--- src/rtl/alu_mdu_if.sv ---
// alu_mdu_if: request/response bundle between a requester and alu_mdu
//   master: drives in_valid, aluop, func, a, b, shamt; observes in_ready, out_valid,
//           result, zero, illegal, busy
//   slave : the mirror image, used by alu_mdu
interface alu_mdu_if #(
   parameter int WIDTH   = 32,
   parameter int SHAMT_W = $clog2(WIDTH)
);
   logic               in_valid;
   logic               in_ready;
   logic [1:0]         aluop;
   logic [5:0]         func;
   logic [WIDTH-1:0]   a;
   logic [WIDTH-1:0]   b;
   logic [SHAMT_W-1:0] shamt;
   logic               out_valid;
   logic [WIDTH-1:0]   result;
   logic               zero;
   logic               illegal;
   logic               busy;
   modport master (
      output in_valid, aluop, func, a, b, shamt,
      input  in_ready, out_valid, result, zero, illegal, busy
   );
   modport slave (
      input  in_valid, aluop, func, a, b, shamt,
      output in_ready, out_valid, result, zero, illegal, busy
   );
endinterface

--- src/rtl/alu_mdu.sv ---
// alu_mdu: single-cycle ALU plus iterative unsigned multiply/divide with HI/LO
//   clk   : rising-edge clock
//   rst_n : synchronous active-low reset
//   bus   : alu_mdu_if.slave (valid/ready request in, registered result/zero/illegal out,
//           out_valid one-cycle pulse, busy during MUL/DIV)
//   Macro ALU_MDU_DIV_EN enables the restoring divider (DIVU); without it DIVU is illegal.
module alu_mdu #(
   parameter int WIDTH   = 32,
   parameter int SHAMT_W = $clog2(WIDTH)
) (
   input logic    clk,
   input logic    rst_n,
   alu_mdu_if.slave bus
);
   typedef enum logic [1:0] {IDLE, MUL, DIV, DONE} state_t;
   state_t state, state_nxt;
   logic [WIDTH-1:0]   hi, lo, m, res_nxt, result_q;
   logic [2*WIDTH-1:0] p, p_mul, p_step;
   logic [WIDTH:0]     msum;
   logic [SHAMT_W-1:0] cnt;
   logic               ill_nxt, is_mul, is_div, div0, accept, last, zero_q, ill_q;
   assign accept        = bus.in_valid && bus.in_ready;
   assign last          = cnt == SHAMT_W'(WIDTH-1);
   assign bus.in_ready  = rst_n && state == IDLE;
   assign bus.out_valid = state == DONE;
   assign bus.busy      = state == MUL || state == DIV;
   assign bus.result    = result_q;
   assign bus.zero      = zero_q;
   assign bus.illegal   = ill_q;
   // p holds {partial product, remaining multiplier}; one multiplier bit retired per cycle
   assign msum  = {1'b0, p[2*WIDTH-1:WIDTH]} + {1'b0, p[0] ? m : '0};
   assign p_mul = {msum, p[WIDTH-1:1]};
`ifdef ALU_MDU_DIV_EN
   logic [WIDTH:0] rsh, rdiff;
   // p holds {remainder, dividend/quotient}; shift in next dividend bit, restore on borrow
   assign rsh    = p[2*WIDTH-1:WIDTH-1];
   assign rdiff  = rsh - {1'b0, m};
   assign p_step = state == DIV ? (rdiff[WIDTH] ? {rsh[WIDTH-1:0], p[WIDTH-2:0], 1'b0}
                                                : {rdiff[WIDTH-1:0], p[WIDTH-2:0], 1'b1})
                                : p_mul;
`else
   assign p_step = p_mul;
`endif
   always_comb begin
      res_nxt = '0;
      ill_nxt = 1'b0;
      is_mul  = 1'b0;
      is_div  = 1'b0;
      div0    = 1'b0;
      if (!bus.aluop[1]) res_nxt = bus.aluop[0] ? bus.a - bus.b : bus.a + bus.b;
      else case (bus.func)
         6'b100000: res_nxt = bus.a + bus.b;
         6'b100010: res_nxt = bus.a - bus.b;
         6'b100100: res_nxt = bus.a & bus.b;
         6'b100101: res_nxt = bus.a | bus.b;
         6'b000000: res_nxt = bus.b << bus.shamt;
         6'b000010: res_nxt = bus.b >> bus.shamt;
         6'b101010: res_nxt = {{(WIDTH-1){1'b0}}, $signed(bus.a) < $signed(bus.b)};
         6'b010000: res_nxt = hi;
         6'b010010: res_nxt = lo;
         6'b011001: is_mul = 1'b1;
`ifdef ALU_MDU_DIV_EN
         6'b011011: begin
            is_div  = bus.b != '0;
            div0    = bus.b == '0;
            res_nxt = '1;
         end
`endif
         default: ill_nxt = 1'b1;
      endcase
   end
   always_comb begin
      state_nxt = state;
      case (state)
         IDLE:     if (accept) state_nxt = is_mul ? MUL : is_div ? DIV : DONE;
         MUL, DIV: if (last) state_nxt = DONE;
         default:  state_nxt = IDLE;
      endcase
   end
   always_ff @(posedge clk) begin
      if (!rst_n) state <= IDLE;
      else state <= state_nxt;
   end
   always_ff @(posedge clk) begin
      if (!rst_n) begin
         result_q <= '0;
         zero_q   <= 1'b1;
         ill_q    <= 1'b0;
         hi       <= '0;
         lo       <= '0;
         m        <= '0;
         p        <= '0;
         cnt      <= '0;
      end else if (accept) begin
         cnt <= '0;
         m   <= is_div ? bus.b : bus.a;
         p   <= {{WIDTH{1'b0}}, is_div ? bus.a : bus.b};
         if (!is_mul && !is_div) begin
            result_q <= res_nxt;
            zero_q   <= res_nxt == '0;
            ill_q    <= ill_nxt;
         end
         if (div0) begin
            hi <= bus.a;
            lo <= '1;
         end
      end else if (state == MUL || state == DIV) begin
         cnt <= cnt + SHAMT_W'(1);
         p   <= p_step;
         if (last) begin
            hi       <= p_step[2*WIDTH-1:WIDTH];
            lo       <= p_step[WIDTH-1:0];
            result_q <= p_step[WIDTH-1:0];
            zero_q   <= p_step[WIDTH-1:0] == '0;
            ill_q    <= 1'b0;
         end
      end
   end
endmodule

--- src/flat_wrapper.sv ---
// flat-port wrapper written by rule: the top's interface ports become plain ports
module alu_mdu_flat 
#(
   parameter int WIDTH   = 32,
   parameter int SHAMT_W = $clog2(WIDTH)
)
  (clk, rst_n, bus_in_valid, bus_aluop, bus_func, bus_a, bus_b, bus_shamt, bus_in_ready, bus_out_valid, bus_result, bus_zero, bus_illegal, bus_busy);
  alu_mdu_if #(.WIDTH(WIDTH), .SHAMT_W(SHAMT_W)) bus_i ();
  input logic clk;
  input logic rst_n;
  input wire logic [$bits(bus_i.in_valid)-1:0] bus_in_valid;
  input wire logic [$bits(bus_i.aluop)-1:0] bus_aluop;
  input wire logic [$bits(bus_i.func)-1:0] bus_func;
  input wire logic [$bits(bus_i.a)-1:0] bus_a;
  input wire logic [$bits(bus_i.b)-1:0] bus_b;
  input wire logic [$bits(bus_i.shamt)-1:0] bus_shamt;
  output wire logic [$bits(bus_i.in_ready)-1:0] bus_in_ready;
  output wire logic [$bits(bus_i.out_valid)-1:0] bus_out_valid;
  output wire logic [$bits(bus_i.result)-1:0] bus_result;
  output wire logic [$bits(bus_i.zero)-1:0] bus_zero;
  output wire logic [$bits(bus_i.illegal)-1:0] bus_illegal;
  output wire logic [$bits(bus_i.busy)-1:0] bus_busy;
  assign bus_i.in_valid = bus_in_valid;
  assign bus_i.aluop = bus_aluop;
  assign bus_i.func = bus_func;
  assign bus_i.a = bus_a;
  assign bus_i.b = bus_b;
  assign bus_i.shamt = bus_shamt;
  assign bus_in_ready = bus_i.in_ready;
  assign bus_out_valid = bus_i.out_valid;
  assign bus_result = bus_i.result;
  assign bus_zero = bus_i.zero;
  assign bus_illegal = bus_i.illegal;
  assign bus_busy = bus_i.busy;
  alu_mdu #(.WIDTH(WIDTH), .SHAMT_W(SHAMT_W)) u_core (.clk(clk), .rst_n(rst_n), .bus(bus_i));
endmodule
--- config.mk ---
export PLATFORM = sky130hd
export DESIGN_NAME = alu_mdu_flat
export DESIGN_NICKNAME = d
export VERILOG_FILES = /design/src/rtl/alu_mdu_if.sv /design/src/rtl/alu_mdu.sv /design/src/flat_wrapper.sv
export SDC_FILE = /design/constraint.sdc
export NUM_CORES = 1
export LEC_CHECK = 0
export BUFFER_PORTS_ARGS = -buffer_cell sky130_fd_sc_hd__buf_2
export CELL_PAD_IN_SITES_DETAIL_PLACEMENT = 1
export CELL_PAD_IN_SITES_GLOBAL_PLACEMENT = 1
export CORE_MARGIN = 2
export CORE_UTILIZATION = 40
export CTS_BUF_LIST = sky130_fd_sc_hd__clkbuf_16
export DETAILED_ROUTE_END_ITERATION = 6
export HOLD_SLACK_MARGIN = 0.06
export PLACE_DENSITY_LB_ADDON = 0.05
export SYNTH_ARGS = -nofsm -noshare
export SYNTH_HDL_FRONTEND = slang
export SYNTH_SLANG_ARGS = --single-unit
--- constraint.sdc ---
create_clock -name clk -period 12.73 [get_ports clk]
set_clock_uncertainty 0.2 [all_clocks]
set_input_delay 1.9095 -clock clk [delete_from_list [all_inputs] [get_ports clk]]
set_output_delay 1.9095 -clock clk [all_outputs]
set_load 0.02 [all_outputs]
==> flow_metrics.env <==
export IMPL_timing_critical_path_arrival_ps=7330
export IMPL_insertion_delay_ps=590
export IMPL_post_route_drc_count=0
export IMPL_min_path_type="reg2reg"
export IMPL_crit_path_end_kind="flip-flop"
export IMPL_cpMostUsedCell="sky130_fd_sc_hd__buf_4"
export IMPL_cp_max_fo=52
export IMPL_num_rows=81
export IMPL_grt_ovfl_total=0
export IMPL_max_cap_viol_count=0
export IMPL_cts_htree_levels=1
export IMPL_met1_usage=0.530
export IMPL_netlist_instances=2563
export IMPL_synth_ff_latch_count=201
export IMPL_fin_crit_sh=0.551
export IMPL_path_type_of_the_worst_setup_path="in2reg"
export IMPL_wl_per_cell_um=33.5
export IMPL_use_met2=0.634
export IMPL_count_of_flip_flops_with_a_built_in_enable_after_synthesis=0
export IMPL_grt_start_max_net_pins=89
export IMPL_die_x_um=227
export IMPL_worst_slew_margin_rel=0.0954
export IMPL_final_hold_violation_count=0
export IMPL_post_route_util=0.441
export IMPL_synthDistinctLibCells=103
export IMPL_detailedPlacementHpwl_mm=81.3
export IMPL_cts_path_max_buffers=3
export IMPL_seq_area_frac_synth=0.202
export IMPL_crit_path_cell_trace="buf_4 -> buf_4 -> mux4_2 -> mux2i_1 -> o22ai_1 -> a211oi_1 -> o221ai_1 -> a22oi_1 -> and3_1 -> nand4_1 -> nor4_1 -> and4_1 -> a41o_1"
export IMPL_tns_ps=0
export IMPL_p_per_area_mw_per_mm2=124
export IMPL_tritoncts="done"
export IMPL_boundaryPins=117
export IMPL_routabilityCongestion=1.01
export IMPL_postCtsResizedCells=0
export IMPL_timing_worst_slew_pin_value_ps=1340
export IMPL_drt_pre_antenna_iters=6
export IMPL_portBuffers=116
export IMPL_die_area_mm2=0.0516
export IMPL_floorplan_initialDensity=0.406
export IMPL_grt_met3_usage=0.0946
export IMPL_critical_path_required_ps=13040
export IMPL_period_minus_slack_ps=7010
export IMPL_cts_setup_buffers=0
export IMPL_holdBufCountCts=0
export IMPL_drt_antenna_violating_nets=0
export IMPL_cts_made_buffers=26
export IMPL_timing_fmax_mhz=143
export IMPL_ys_dominant_reg_cell="sky130_fd_sc_hd__dfxtp_1"
export IMPL_synthArstFlopShare=0
export IMPL_setup_viol=0
export IMPL_detail_route_vias_per_cell=6.68
export IMPL_coreArea_mm2=0.0491
export IMPL_detailed_place_area_mm2=0.0207
export IMPL_synth_warning_count=0
export IMPL_antenna_found_initial=8
export IMPL_syn_cell_area_mm2=0.0199
export IMPL_outcome="finished clean"
export IMPL_dr_total_vias=21500
export IMPL_design_area_mm2=0.0216
export IMPL_global_route_wire_length_before_repair_mm=153
export IMPL_ir_drop_uv=120
export IMPL_drt_wl_total_mm=108
export IMPL_rsz0062_at_grt="false"
export IMPL_initialDrtViolationCount=2280
export IMPL_clock_sinks=201
export IMPL_timing_critical_path_from_type="primary input"
export IMPL_power_leakage_nw=9.01
export IMPL_layout_area_growth_over_synthesis_pct=8.49
export IMPL_post_synth_cell_area_avg_um2=7.77
export IMPL_cts_clk_slew_worst_paths_ps=60
export IMPL_synth_fp_nets=2778
export IMPL_crit_slowest_cell="sky130_fd_sc_hd__a211oi_1"
export IMPL_timing_final_max_slew_violations=0
export IMPL_nNetsFinal=2745
export IMPL_gr_usage_all_layers=0.411
export IMPL_ctsRootBufferMaster="sky130_fd_sc_hd__clkbuf_16"
export IMPL_die_h_um=227
export IMPL_top_usage_layer="met2"
export IMPL_post_route_cells_drive_above_1_share=0.126
export IMPL_grt_pass1_vias=21200
export IMPL_critical_path_max_stage_delay_ps=820
[final timing paths]
path                                             from                     to  slack, ps  depth (start not counted)
worst max-delay path                     bus_shamt[1]        u_core.bus.zero       5720                         13
worst min-delay path            u_core.bus.result[26]  u_core.bus.result[26]        260                          2
worst max register to register            u_core.p[0]           u_core.p[63]       7780                         15
worst min register to register  u_core.bus.result[26]  u_core.bus.result[26]        260                          2
[per-layer routing]
| layer | wire (µm) | vias up |
|---|---|---|
| met2 | 46800 | 980 |
| met3 | 9590 | 281 |
| met5 | 62 | - |
| met4 | 6680 | 10 |
| met1 | 44700 | 10900 |
| li1 | - | 9329 |
[state kept, by name, indices dropped and copies added (netlist names)]
signal	cells
u_core.state	2
u_core.bus.zero	1
u_core.lo	32
u_core.p	64
u_core.bus.result	32
u_core.bus.illegal	1
u_core.hi	32
u_core.cnt	5
u_core.m	32
[through the flow]
| stage | std cells | hold slack (ps) | setup WS (ps) | total power, mW |
|---|---|---|---|---|
| final | 3217 | 265 | 5720 | 2.67 |
| after global routing | 3214 | 294 | 5560 | 2.77 |
| after CTS | 3214 | 267 | 5750 | 2.65 |
| after detailed placement | 3166 | 256 | 5170 | 1.87 |
| after global placement | 3166 | 250 | 5170 | 1.85 |
| after floorplan | 2563 | 234 | 7370 | 1.47 |
[synth_stat cells (all sizes together), types with 24 or more instances]
library cell  count  share of area
nor2            223          0.042
a211oi           48          0.019
a21boi           62          0.023
o21ai           126          0.032
inv             114          0.021
o211a            39          0.020
dfxtp           201           0.20
a31oi            26         0.0089
mux2i           125          0.063
clkbuf          148          0.028
mux4             53          0.060
a221oi           26          0.012
ha              132          0.083
xnor2            45          0.020
nand3            76          0.019
buf              71          0.021
a21oi           150          0.039
o211ai           24         0.0095
a221o            26          0.013
nor2b            50          0.016
nand2           294          0.055
and2             51          0.016
nor3             61          0.016
[cells in the final DEF, fill, tap and decap left out, types with 22 or more instances in the layout]
| cell type | synthesis | final |
|---|---|---|
| sky130_fd_sc_hd__dfxtp_1 | 201 | 201 |
| sky130_fd_sc_hd__inv_1 | 112 | 116 |
| sky130_fd_sc_hd__clkbuf_16 | 0 | 26 |
| sky130_fd_sc_hd__buf_4 | 11 | 45 |
| sky130_fd_sc_hd__nand2_1 | 294 | 293 |
| sky130_fd_sc_hd__a31oi_1 | 25 | 25 |
| sky130_fd_sc_hd__a21oi_1 | 147 | 146 |
| sky130_fd_sc_hd__xnor2_1 | 45 | 45 |
| sky130_fd_sc_hd__a21boi_0 | 62 | 62 |
| sky130_fd_sc_hd__o211a_1 | 39 | 39 |
| sky130_fd_sc_hd__a221oi_1 | 25 | 25 |
| sky130_fd_sc_hd__a211oi_1 | 44 | 44 |
| sky130_fd_sc_hd__o211ai_1 | 22 | 22 |
| sky130_fd_sc_hd__buf_2 | 35 | 113 |
| sky130_fd_sc_hd__o21ai_0 | 123 | 123 |
| sky130_fd_sc_hd__nand3_1 | 76 | 75 |
| sky130_fd_sc_hd__nor2_1 | 223 | 222 |
| sky130_fd_sc_hd__nor2b_1 | 50 | 50 |
| sky130_fd_sc_hd__a21o_1 | 22 | 22 |
| sky130_fd_sc_hd__and2_1 | 47 | 47 |
| sky130_fd_sc_hd__mux2i_1 | 125 | 125 |
| sky130_fd_sc_hd__mux4_2 | 52 | 52 |
| sky130_fd_sc_hd__ha_1 | 132 | 131 |
| sky130_fd_sc_hd__a221o_1 | 26 | 26 |
| sky130_fd_sc_hd__nor3_1 | 60 | 59 |
[power by group]
group,switching [mW],internal [mW]
clock network,0.337,0.435
logic,0.709,0.372
registers,0.110,0.707
total,1.16,1.52
[worst max-delay path: cells and delay by family]
kind                   cells  cell delay (ps)
AO/OA/AOI/OAI              5             2000
buffers and inverters      2             1200
multiplexers               2             1150
AND/OR/NAND/NOR            4             1020
[cell type report]
class	instances	area [µm²]
multi-input combinational	2027	14600
timing repair buffer	158	903
antenna	3	7.51
clock buffer	26	651
fill	6016	27400
inverter	116	435
clock inverter	22	210
sequential	201	4020
tap	664	831
[cell families (layout without fill, tap and decap cells)]
logic type | count (synthesis) | in the layout | share of synthesized area
AND/OR/NAND/NOR | 874 | 874 | 0.206
AO/OA/AOI/OAI | 758 | 758 | 0.273
buffers and inverters | 335 | 322 | 0.0711
flip-flops | 201 | 201 | 0.202
multiplexers | 199 | 199 | 0.135
adder cells (fa/ha/maj) | 135 | 135 | 0.0859
XOR/XNOR | 61 | 61 | 0.0268
other | 0 | 3 | 0
No activity file was read; power rests on OpenSTA's default activity.
